File: config.mk
export PLATFORM = sky130hd
export DESIGN_NAME = pci_bus_arbiter
export DESIGN_NICKNAME = d
export VERILOG_FILES = /design/src/rtl/pci_arb_pkg.sv /design/src/rtl/pci_bus_arbiter_rr_pick.sv /design/src/rtl/pci_bus_arbiter.sv
export SDC_FILE = /design/constraint.sdc
export NUM_CORES = 1
export LEC_CHECK = 0
export BUFFER_PORTS_ARGS = -buffer_cell sky130_fd_sc_hd__buf_2
export CORE_MARGIN = 5
export CORE_UTILIZATION = 47
export CTS_BUF_LIST = sky130_fd_sc_hd__clkbuf_16
export DETAILED_ROUTE_END_ITERATION = 12
export PLACE_DENSITY = 0.72
export SYNTH_ARGS = -nofsm -noshare
export SYNTH_HDL_FRONTEND = slang
export SYNTH_SLANG_ARGS = --single-unit
export TNS_END_PERCENT = 100
File: constraint.sdc
create_clock -name CLK -period 1.95 [get_ports CLK]
set_clock_uncertainty 0.15 [all_clocks]
set_input_delay 0.2925 -clock CLK [delete_from_list [all_inputs] [get_ports CLK]]
set_output_delay 0.2925 -clock CLK [all_outputs]
set_load 0.01 [all_outputs]
File: src/rtl/pci_arb_pkg.sv
// Shared types and constants for the PCI bus arbiter.
package pci_arb_pkg;

    typedef enum logic [1:0] {
        IDLE       = 2'd0,
        GRANT      = 2'd1,
        BUSY       = 2'd2,
        TURNAROUND = 2'd3
    } state_t;

    localparam int N_DEV_DEFAULT       = 4;
    localparam int GNT_TIMEOUT_DEFAULT = 16;

    // Asserted level of every active-low bus signal.
    localparam logic NEG = 1'b0;

endpackage

File: src/rtl/pci_bus_arbiter_rr_pick.sv
// Combinational round-robin picker: first active request after LAST, wrapping.
module rr_pick #(
    parameter int N_DEV = 4,
    parameter int IDX_W = 2
) (
    input  logic [N_DEV-1:0] req,
    input  logic [IDX_W-1:0] last,
    output logic [IDX_W-1:0] winner,
    output logic             any_req
);

    logic [IDX_W-1:0] idx;

    always_comb begin
        winner  = '0;
        any_req = 1'b0;
        idx     = '0;
        for (int i = 1; i <= N_DEV; i++) begin
            idx = IDX_W'((int'(last) + i) % N_DEV);
            if (!any_req && req[idx]) begin
                any_req = 1'b1;
                winner  = idx;
            end
        end
    end

endmodule

File: src/rtl/pci_bus_arbiter.sv
// Central PCI bus arbiter: round-robin grants, bus-ownership tracking,
// revocation of unused grants and detection of unowned transactions.
module pci_bus_arbiter
    import pci_arb_pkg::*;
#(
    parameter int N_DEV       = N_DEV_DEFAULT,
    parameter int IDX_W       = 2,
    parameter int GNT_TIMEOUT = GNT_TIMEOUT_DEFAULT,
    parameter int TMR_W       = 5
) (
    input  logic             CLK,
    input  logic             RST,
    input  logic [N_DEV-1:0] REQ,
    output logic [N_DEV-1:0] GNT,
    input  logic             FRAME,
    input  logic             IRDY,
    output logic [IDX_W-1:0] OWNER,
    output logic             OWNER_VALID,
    output logic             TIMEOUT,
    output logic             PROT_ERR
);

    state_t           state_q, state_d;
    logic [N_DEV-1:0] gnt_q, gnt_d;
    logic [IDX_W-1:0] owner_q, owner_d;
    logic [IDX_W-1:0] last_q, last_d;
    logic [TMR_W-1:0] timer_q, timer_d;
    logic             owner_valid_q, owner_valid_d;
    logic             timeout_q, timeout_d;
    logic             prot_err_q, prot_err_d;

    logic [IDX_W-1:0] winner;
    logic             any_req;
    logic             frame_low;
    logic             bus_idle;

    assign frame_low = (FRAME == NEG);
    assign bus_idle  = (FRAME != NEG) && (IRDY != NEG);

    rr_pick #(
        .N_DEV(N_DEV),
        .IDX_W(IDX_W)
    ) u_rr_pick (
        .req    (~REQ),
        .last   (last_q),
        .winner (winner),
        .any_req(any_req)
    );

    always_ff @(posedge CLK) begin
        if (RST == NEG) begin
            state_q       <= IDLE;
            gnt_q         <= '1;
            owner_q       <= '0;
            last_q        <= IDX_W'(N_DEV - 1);
            timer_q       <= '0;
            owner_valid_q <= 1'b0;
            timeout_q     <= 1'b0;
            prot_err_q    <= 1'b0;
        end else begin
            state_q       <= state_d;
            gnt_q         <= gnt_d;
            owner_q       <= owner_d;
            last_q        <= last_d;
            timer_q       <= timer_d;
            owner_valid_q <= owner_valid_d;
            timeout_q     <= timeout_d;
            prot_err_q    <= prot_err_d;
        end
    end

    always_comb begin
        state_d       = state_q;
        gnt_d         = '1;
        owner_d       = owner_q;
        last_d        = last_q;
        timer_d       = timer_q;
        owner_valid_d = owner_valid_q;
        timeout_d     = 1'b0;
        prot_err_d    = 1'b0;

        unique case (state_q)
            IDLE: begin
                if (frame_low) begin
                    state_d       = BUSY;
                    prot_err_d    = 1'b1;
                    owner_valid_d = 1'b0;
                end else if (any_req) begin
                    state_d       = GRANT;
                    gnt_d         = ~(N_DEV'(1) << winner);
                    owner_d       = winner;
                    owner_valid_d = 1'b1;
                    timer_d       = '0;
                end
            end
            GRANT: begin
                if (frame_low) begin
                    state_d = BUSY;
                    last_d  = owner_q;
                end else if (REQ[owner_q] != NEG) begin
                    state_d       = IDLE;
                    owner_valid_d = 1'b0;
                end else if (bus_idle && timer_q == TMR_W'(GNT_TIMEOUT - 1)) begin
                    state_d       = IDLE;
                    owner_valid_d = 1'b0;
                    last_d        = owner_q;
                    timeout_d     = 1'b1;
                end else begin
                    gnt_d = gnt_q;
                    // Timer only counts idle-bus cycles and saturates rather than wrapping.
                    if (bus_idle && timer_q != {TMR_W{1'b1}}) begin
                        timer_d = timer_q + TMR_W'(1);
                    end
                end
            end
            BUSY: begin
                if (bus_idle) begin
                    state_d       = TURNAROUND;
                    owner_valid_d = 1'b0;
                end
            end
            TURNAROUND: begin
                state_d = IDLE;
            end
            default: begin
                state_d = IDLE;
            end
        endcase
    end

    assign GNT         = gnt_q;
    assign OWNER       = owner_q;
    assign OWNER_VALID = owner_valid_q;
    assign TIMEOUT     = timeout_q;
    assign PROT_ERR    = prot_err_q;

endmodule

==> results.toml, run 1 <==
[setup_path]
cp.depth = 8
start_kind = "register"
crit_fanout = 5
path_class = "reg2reg"
reg2reg_depth = 8
max_stage_delay_ns = 0.33
worstPathRequired_ns = 1.92
cp_top_family = "simple AND/OR/NAND/NOR gates"
cpMostUsedCell = "ha_4"
end_kind = "register"
crit_chain = "ha_4 > and3_4 > ha_4 > and4bb_2 > nor2b_2 > a221oi_2 > buf_4 > o211ai_1"
crit_path_top_delay_cell = "dfxtp_2"
critical_path_buf_inv_count = 1
critPathArrivalTime_ns = 1.89

[synthesis]
yosys_warnings = 0
syn_area_um2 = 1130
synth_edf_count = 0
synth_compound_area_share_pct = 19.9
ys.flop_type = "dfxtp_1"
synth.distinct_cells = 37
synthArstFlopShare_pct = 0
synth_xor_area_share_pct = 0
syn-mean-instance-area_um2 = 8.51
synth.area.mux_share_pct = 6.30
syn_nets = 148
ys_ff_latch = 18
synth_cells = 133
synth-adder-area-share_pct = 7.73
synth_top_family_by_area = "simple AND/OR/NAND/NOR gates"
synth-simple-area-share_pct = 30.2
ys_seq_area_share_pct = 31.8

[floorplan]
core_um2 = 2250
io_pins = 17
die-height_um = 59.1
die_w_um = 59.1
die-area_um2 = 3490
rows = 17
initial_utilization_pct = 50.2

[cells_and_area]
nets = 176
drive_gt1_share_pct = 27.7
antennaDiodeCount = 0
fin_area_um2 = 1430
fill_cells = 203
fin_util_pct = 63.4
syn_to_final_growth_pct = 26.2

[detailed_routing]
route.detailed.drc = 0
vias = 1122
drt_iter0_markers = 49
routedWlPerCell_um = 14.9
wl_um = 2790
dr.pass1.iters = 4
ant_nets = 0
viasPerCell = 6.00

[clocking]
htreeDepth = 1
cts_buffers = 3
cts_tree = "done"
cts_hold_buf = 0
insertion_delay_ns = 0.25
clk_path_buf_depth = 2
cts.reportedPaths.clkPinSlew_ns = 0.05
cts.sinks = 18
root_buffer = "clkbuf_16"

[run_status]
status = "finished, final reports clean"

[timing]
postLayoutSetupSlackWorst_ns = 0.0304
final.setup.tns_ns = 0
tightest_slew_ns = 0.362
fmax_mhz = 521
hold_viol = 0
fin_crit_ns = 1.92
drv_slew = 0
slew_headroom_pct = 75.7
post-route-period-util_pct = 98.4
grt_setup_unrepaired = "true"
setup_viol = 0

[min_path]
worstHoldPathType = "in2reg"
hold_depth = 2

[place]
place_area_um2 = 1300
preCtsSetupSlack_ns = -0.0472
place.gp.congestion = 0.867
dp_hpwl_um = 1980
io_buffer_count = 16

[pwr]
internal_power_mw = 0.766
seq_power_share_pct = 38.7
p_sw_mw = 0.287
powerDensity_nw_per_um2 = 737
leakage_nw = 0.595
pwr-share-comb_pct = 22.8
power_mw = 1.05
p_clk_share_pct = 38.4
ir_drop_uv = 404
p_sw_share_pct = 27.2

[grt]
grt_pass1_vias = 996
antenna_found_initial = 0
grt_max_degree = 20
grt_pass1_wl_um = 4220
overflow = 0
grt_usage_pct = 15.5

[flow_run]
max_cap_violations = 0
Yosys cell counts (4+ instances only):
master   number  share of area [%]
nor2_1        5                1.7
nand3_1       6                2.7
ha_1          7                7.7
dfxtp_1      18                 32
o21ai_0       7                3.1
nand2_1      18                6.0
nor4b_1       4                3.1
mux2i_1       6                5.3
inv_1         5                1.7
nor2b_1      10                5.5
and3_1        4                2.2
layer usage:
metal / share of wire, % / wire length [um] / vias to the layer above / GRT usage (%)
met3: 5.8 / 162 / 5 / 2.83
li1: - / - / 540 / -
met5: 0 / 0 / - / 0
met2: 49 / 1370 / 36 / 27.4
met4: 1.5 / 42 / 0 / 5.83
met1: 44 / 1220 / 541 / 18.3
logic make-up after synthesis:
family,Yosys count
compound gates,30
buf+inv,10
simple gates,61
flops,18
fa+ha+maj,7
mux,7
metrics by stage:
stage | instances | hold WS, ns
after floorplan | 133 | 0.296
after global placement | 183 | 0.297
after detailed placement | 183 | 0.307
after CTS | 186 | 0.226
after global routing | 187 | 0.238
final | 187 | 0.231
final timing paths:
path / startpoint / end / slack [ns]
min reg2reg: OWNER_VALID / OWNER_VALID / 0.32
max: timer_q[0] / timer_q[3] / 0.03
max reg2reg: timer_q[0] / timer_q[3] / 0.03
min: FRAME / PROT_ERR / 0.23
placed cells by master (no fill, tap or decap), types with 2 or more instances in the layout:
cell       count
buf_2         16
nand4b_1       3
nand2b_1       2
and2_1         2
nand4_1        3
nor2b_1        9
a21boi_0       2
buf_4         12
o21ai_1        2
a21oi_1        2
nand3b_1       2
nor2_1         5
ha_4           2
ha_1           4
o21ai_0        7
dfxtp_1       16
nand3_1        6
inv_1          5
mux2i_1        6
nor4b_1        4
clkbuf_16      3
dfxtp_2        2
a31oi_1        3
nand2_1       18
and3_1         3
a41oi_1        2
o211ai_1       2
layout make-up:
| type | instances | area (um2) | area share (%) |
|---|---|---|---|
| tap | 28 | 35.0 | 2.45 |
| multi-input combinational | 105 | 767 | 53.7 |
| inverter | 5 | 18.8 | 1.31 |
| clock buffer | 3 | 75.1 | 5.25 |
| timing repair buffer | 28 | 170 | 11.9 |
| sequential | 18 | 363 | 25.4 |
worst register-to-register path, stage by stage (launching register included):
cell	delay (ns)
dfxtp_2	0.33
ha_4	0.16
and3_4	0.19
ha_4	0.16
and4bb_2	0.32
nor2b_2	0.06
a221oi_2	0.17
buf_4	0.17
o211ai_1	0.09
power groups by stage:
stage               combinational, mW  clock (mW)  sequential [mW]
finish                          0.240       0.405            0.408
global placement                0.223           0            0.414
detailed placement              0.230           0            0.414
floorplan                       0.149           0            0.418
CTS                             0.231       0.410            0.407
global route                    0.262       0.427            0.409
what timing repair did:
action	in CTS	in global routing
setup endpoints to repair	5	10
pin swaps	0	3
resized for setup	2	9
setup buffers	0	1
endpoints found under the hold margin	0	0
flip-flops by register name, indices dropped and copies added (netlist names):
name	count
GNT	4
OWNER	2
OWNER_VALID	1
PROT_ERR	1
TIMEOUT	1
last_q	2
state_q	2
timer_q	5
Note: power is estimated with default switching activity, not from simulation.
==> inputs of run 2 (changes only) <==
==> constraint.sdc (replaced) <==
create_clock -name CLK -period 1.95 [get_ports CLK]
set_clock_uncertainty 0.15 [all_clocks]
set_input_delay 0.39 -clock CLK [delete_from_list [all_inputs] [get_ports CLK]]
set_output_delay 0.39 -clock CLK [all_outputs]
set_load 0.01 [all_outputs]
==> results.toml, run 2 (synthesized netlist as in run 1, its figures left out) <==
[grt]
overflow = 0
grt_usage_pct = 16.0
grt_max_degree = 23
antenna_found_initial = 0
grt_pass1_wl_um = 4290
grt_pass1_vias = 971

[cells_and_area]
fin_util_pct = 64.1
antennaDiodeCount = 0
largest_reg_flops = 5
drive_gt1_share_pct = 29.1
final_cell_mix = "nand2_1, buf_2, dfxtp_1"
mostFrequentLayoutCell = "nand2_1"
fin_area_um2 = 1450
syn_to_final_growth_pct = 27.6
fill_cells = 190
nets = 175
largest_register = "timer_q"

[timing]
grt_setup_unrepaired = "true"
slew_headroom_pct = 75.3
fin_crit_ns = 1.90
whs_ns = 0.315
drv_slew = 0
tightest_slew_ns = 0.368
post-route-period-util_pct = 97.6
final.setup.tns_ns = 0
fmax_mhz = 526
hold_viol = 0
setup_viol = 0

[setup_path]
cpMostUsedCell = "ha_4"
start_kind = "register"
startpoint = "timer_q[0]"
end_kind = "register"
critPathArrivalTime_ns = 1.89
crit_fanout = 5
max_stage_delay_ns = 0.33
path_class = "reg2reg"
regToRegStartpoint = "timer_q[0]"
crit_path_top_delay_cell = "dfxtp_2"
worstPathRequired_ns = 1.93
crit_chain = "ha_4 > and3_4 > ha_4 > and4bb_2 > nor2b_2 > a221oi_2 > buf_4 > o211ai_1"

[pwr]
power_mw = 1.06
ir_drop_uv = 392
leakage_nw = 0.593
powerDensity_nw_per_um2 = 731

[clocking]
insertion_delay_ns = 0.25
cts_hold_buf = 0
root_buffer = "clkbuf_16"
cts_buffers = 3
post_cts_buffers = 0
cts.reportedPaths.clkPinSlew_ns = 0.05
cts_tree = "done"
cts.sinks = 18
htreeDepth = 1
clk_path_buf_depth = 2

[place]
place.gp.congestion = 0.861
io_buffer_count = 16
dp_hpwl_um = 1950
place_area_um2 = 1300

[detailed_routing]
routedWlPerCell_um = 15.6
vias = 1115
drt_iter0_markers = 33
viasPerCell = 5.99
dr.pass1.iters = 5
route.detailed.drc = 0
ant_nets = 0
wl_um = 2890

[floorplan]
rows = 17
die_w_um = 59.1
initial_utilization_pct = 50.2
core_um2 = 2250
io_pins = 17
die-area_um2 = 3490
die-height_um = 59.1

[min_path]
worstHoldPathType = "in2reg"
min-delay-start = "FRAME"

[run_status]
status = "finished, final reports clean"

[flow_run]
max_cap_violations = 0
## run 2: cell types whose count changed in the layout (fill, tap and decap cells not counted)
cell,change
ha_2,+1
buf_4,-1
ha_1,-2
a22o_2,-1
ha_4,+1
dfxtp_2,+1
dfxtp_1,-1
a22o_4,+1
## run 2: worst paths after layout
check | to | slack (ns) | cells after the start
setup / recovery | timer_q[2] | 0.05 | 8
hold reg to reg | OWNER_VALID | 0.32 | 2
hold / removal | PROT_ERR | 0.32 | 2
setup reg to reg | timer_q[2] | 0.05 | 8
## run 2: critical path, delay by kind of cell, from the launching register on
family | cells | cell delay, ns
adders and majority gates | 2 | 0.32
DFF | 1 | 0.33
buffers and inverters | 1 | 0.17
and+or+nand+nor | 3 | 0.56
AOI/OAI and AO/OA | 2 | 0.26
## run 2: metrics by stage
step,setup slack [ns],cells
2_1_floorplan,-0.0194,133
3_3_place_gp,0.0442,183
3_5_place_dp,-0.0110,183
4_1_cts,0.00907,186
5_1_grt,-0.0550,186
6_report,0.0472,186
## run 2: what timing repair did
item | CTS | global route
setup endpoints to repair | 2 | 12
gates resized for setup | 1 | 15
pin swaps | 1 | 2
## run 2: layout make-up
type,count,area (um2),share of cell area [%]
inverters,5,18.8,1.30
clock buffers,3,75.1,5.19
multi-input cells,105,790,54.6
well taps,28,35.0,2.42
repair buffers,27,163,11.3
flip-flops and latches,18,364,25.2
## run 2: where the power goes
group / internal [mW] / switching (mW)
registers: 0.389 / 0.0189
logic: 0.109 / 0.134
clock network: 0.270 / 0.136
total: 0.768 / 0.289
## run 2: layer usage
metal / part of all wire, % / track usage [%]
met1: 43 / 19.2
met4: 2.4 / 7.12
met3: 6.3 / 3.27
met5: 0 / 0
met2: 48 / 27.1
==> inputs of run 3 (changes only) <==
--- a/config.mk
+++ b/config.mk
@@ -5,12 +5,15 @@
 export SDC_FILE = /design/constraint.sdc
 export NUM_CORES = 1
 export LEC_CHECK = 0
+export ABC_AREA = 1
 export BUFFER_PORTS_ARGS = -buffer_cell sky130_fd_sc_hd__buf_2
+export CELL_PAD_IN_SITES_DETAIL_PLACEMENT = 0
+export CELL_PAD_IN_SITES_GLOBAL_PLACEMENT = 1
 export CORE_MARGIN = 5
-export CORE_UTILIZATION = 47
+export CORE_UTILIZATION = 37
 export CTS_BUF_LIST = sky130_fd_sc_hd__clkbuf_16
 export DETAILED_ROUTE_END_ITERATION = 12
-export PLACE_DENSITY = 0.72
+export PLACE_DENSITY = 0.78
 export SYNTH_ARGS = -nofsm -noshare
 export SYNTH_HDL_FRONTEND = slang
 export SYNTH_SLANG_ARGS = --single-unit
==> results.toml, run 3 <==
[clocking]
root_buffer = "clkbuf_16"
cts.sinks = 18
clk_path_buf_depth = 2
insertion_delay_ns = 0.24
cts_hold_buf = 0
cts_buffers = 3
cts_tree = "done"
htreeDepth = 1
cts.reportedPaths.clkPinSlew_ns = 0.05

[synthesis]
syn_nets = 249
syn_area_um2 = 1500
ys_ff_latch = 18
synth.distinct_cells = 26
synthArstFlopShare_pct = 0
synth_common_cells = "nand2_1, inv_1, nand3_1"
ys_seq_area_share_pct = 24.1
syn-mean-instance-area_um2 = 6.40
yosysTopAreaCell = "dfxtp_1"
synth_edf_count = 0
ys.flop_type = "dfxtp_1"
yosys_warnings = 0
yosys.area.top_type_share_pct = 24.1
synth_area_leaders = "dfxtp_1, nand2_1, inv_1"
synth_cells = 234
synth.most_common_cell = "nand2_1"

[pwr]
power_mw = 1.51
powerDensity_nw_per_um2 = 804
leakage_nw = 1.00
ir_drop_uv = 445

[cells_and_area]
final_cell_mix = "nand2_1, inv_1, nand3_1"
antennaDiodeCount = 0
largest_register = "timer_q"
mostFrequentLayoutCell = "nand2_1"
nets = 281
largest_reg_flops = 5
fill_cells = 437
syn_to_final_growth_pct = 25.2
drive_gt1_share_pct = 30.7

[floorplan]
die-height_um = 73.6
io_pins = 17
rows = 23
core_um2 = 3970
initial_utilization_pct = 37.7
die-area_um2 = 5420
die_w_um = 73.6

[setup_path]
worstPathRequired_ns = 1.92
path_class = "reg2reg"
crit_fanout = 6
critPathArrivalTime_ns = 1.82
end_kind = "register"
start_kind = "register"

[place]
preCtsSetupSlack_ns = -0.0394
io_buffer_count = 16
dp_hpwl_um = 2610
place.gp.congestion = 0.818

[detailed_routing]
viasPerCell = 4.67
dr.pass1.iters = 4
ant_nets = 0
vias = 1466
drt_iter0_markers = 72
wl_um = 3380
route.detailed.drc = 0
routedWlPerCell_um = 10.8

[grt]
antenna_found_initial = 0
grt_util_met3_pct = 1.78
grt_pass1_vias = 1361
grt_usage_pct = 13.5
overflow = 0
busiest_layer = "met2"
grt_pass1_wl_um = 5800
grt_max_degree = 13
use_met1_pct = 16.3
met2_usage_pct = 24.3

[timing]
hold_viol = 0
fmax_mhz = 538
post-route-period-util_pct = 95.3
drv_slew = 0
slew_headroom_pct = 71.3
fin_crit_ns = 1.86
setup_viol = 0
whs_ns = 0.279
postLayoutSetupSlackWorst_ns = 0.0922
tightest_slew_ns = 0.430
final.setup.tns_ns = 0

[flow_run]
max_cap_violations = 0

[min_path]
worstHoldPathType = "in2reg"

[run_status]
status = "finished, final reports clean"
-- run 3: cell types whose count changed after synthesis, moves of 10 or more --
cell,before,now
nor2_1,5,18
nand2_1,18,76
inv_1,5,30
nand3_1,6,20
nor2b_1,10,0
nand2_2,0,10
-- run 3: layout make-up --
cell class              instances  area [um2]  area share, %
multi-input cells             180        1050           55.8
repair buffers                 30         185           9.89
well taps                      50        62.6           3.34
clock buffers                   3        75.1           4.01
inverters                      33         136           7.28
flip-flops and latches         18         368           19.6
-- run 3: worst max-delay path, cell delays in order, from the launching register on --
cell and delay (ns):
dfxtp_2 0.33, ha_4 0.17, nand2_4 0.07, nor2_4 0.04, ha_2 0.16, nand3_2 0.08
nand2_2 0.05, inv_2 0.07, nand2_4 0.06, o21ai_4 0.26, nand3_4 0.14, nand2_1 0.10
a21oi_2 0.05
-- run 3: final timing paths --
check | start | end | slack [ns] | cells past startpoint
max | timer_q[1] | timer_q[2] | 0.09 | 12
min | RST | state_q[0] | 0.28 | 3
max reg2reg | timer_q[1] | timer_q[2] | 0.09 | 12
min reg2reg | OWNER_VALID | OWNER_VALID | 0.32 | 2
-- run 3: per-stage QoR --
step / area [um2] / std cells / utilization, %
floorplan: 1500 / 234 / -
finish: 1870 / 314 / 47.2
global route: 1870 / 314 / 47.2
CTS: 1760 / 307 / 44.3
detailed placement: 1680 / 304 / 42.2
global placement: 1680 / 304 / 42.2
-- run 3: kinds of logic after synthesis --
group | Yosys count | share of synthesized area (%)
and+or+nand+nor | 151 | 51.3
buffers and inverters | 36 | 10.4
AOI/OAI and AO/OA | 21 | 7.78
DFF | 18 | 24.1
adders and majority gates | 7 | 5.85
xor gates and xnor gates | 1 | 0.585
-- run 3: layer usage --
| metal | vias up | routed length (um) |
|---|---|---|
| li1 | 799 | - |
| met1 | 651 | 1550 |
| met2 | 14 | 1750 |
| met3 | 2 | 60 |
| met4 | 0 | 23 |
| met5 | - | 0 |
-- run 3: timing repair --
action                                  4_1_cts  5_1_grt
endpoints found under the setup margin        5       14
gates resized for setup                       1       26
buffers inserted                              0        8
cloned                                        0        0
pin swaps                                     0        9
-- run 3: where the power goes --
group          internal, mW  switching [mW]  total, mW  leakage [nW]
combinational         0.247           0.404      0.650         0.819
sequential            0.415          0.0437      0.458         0.148
clock                 0.269           0.127      0.396        0.0370
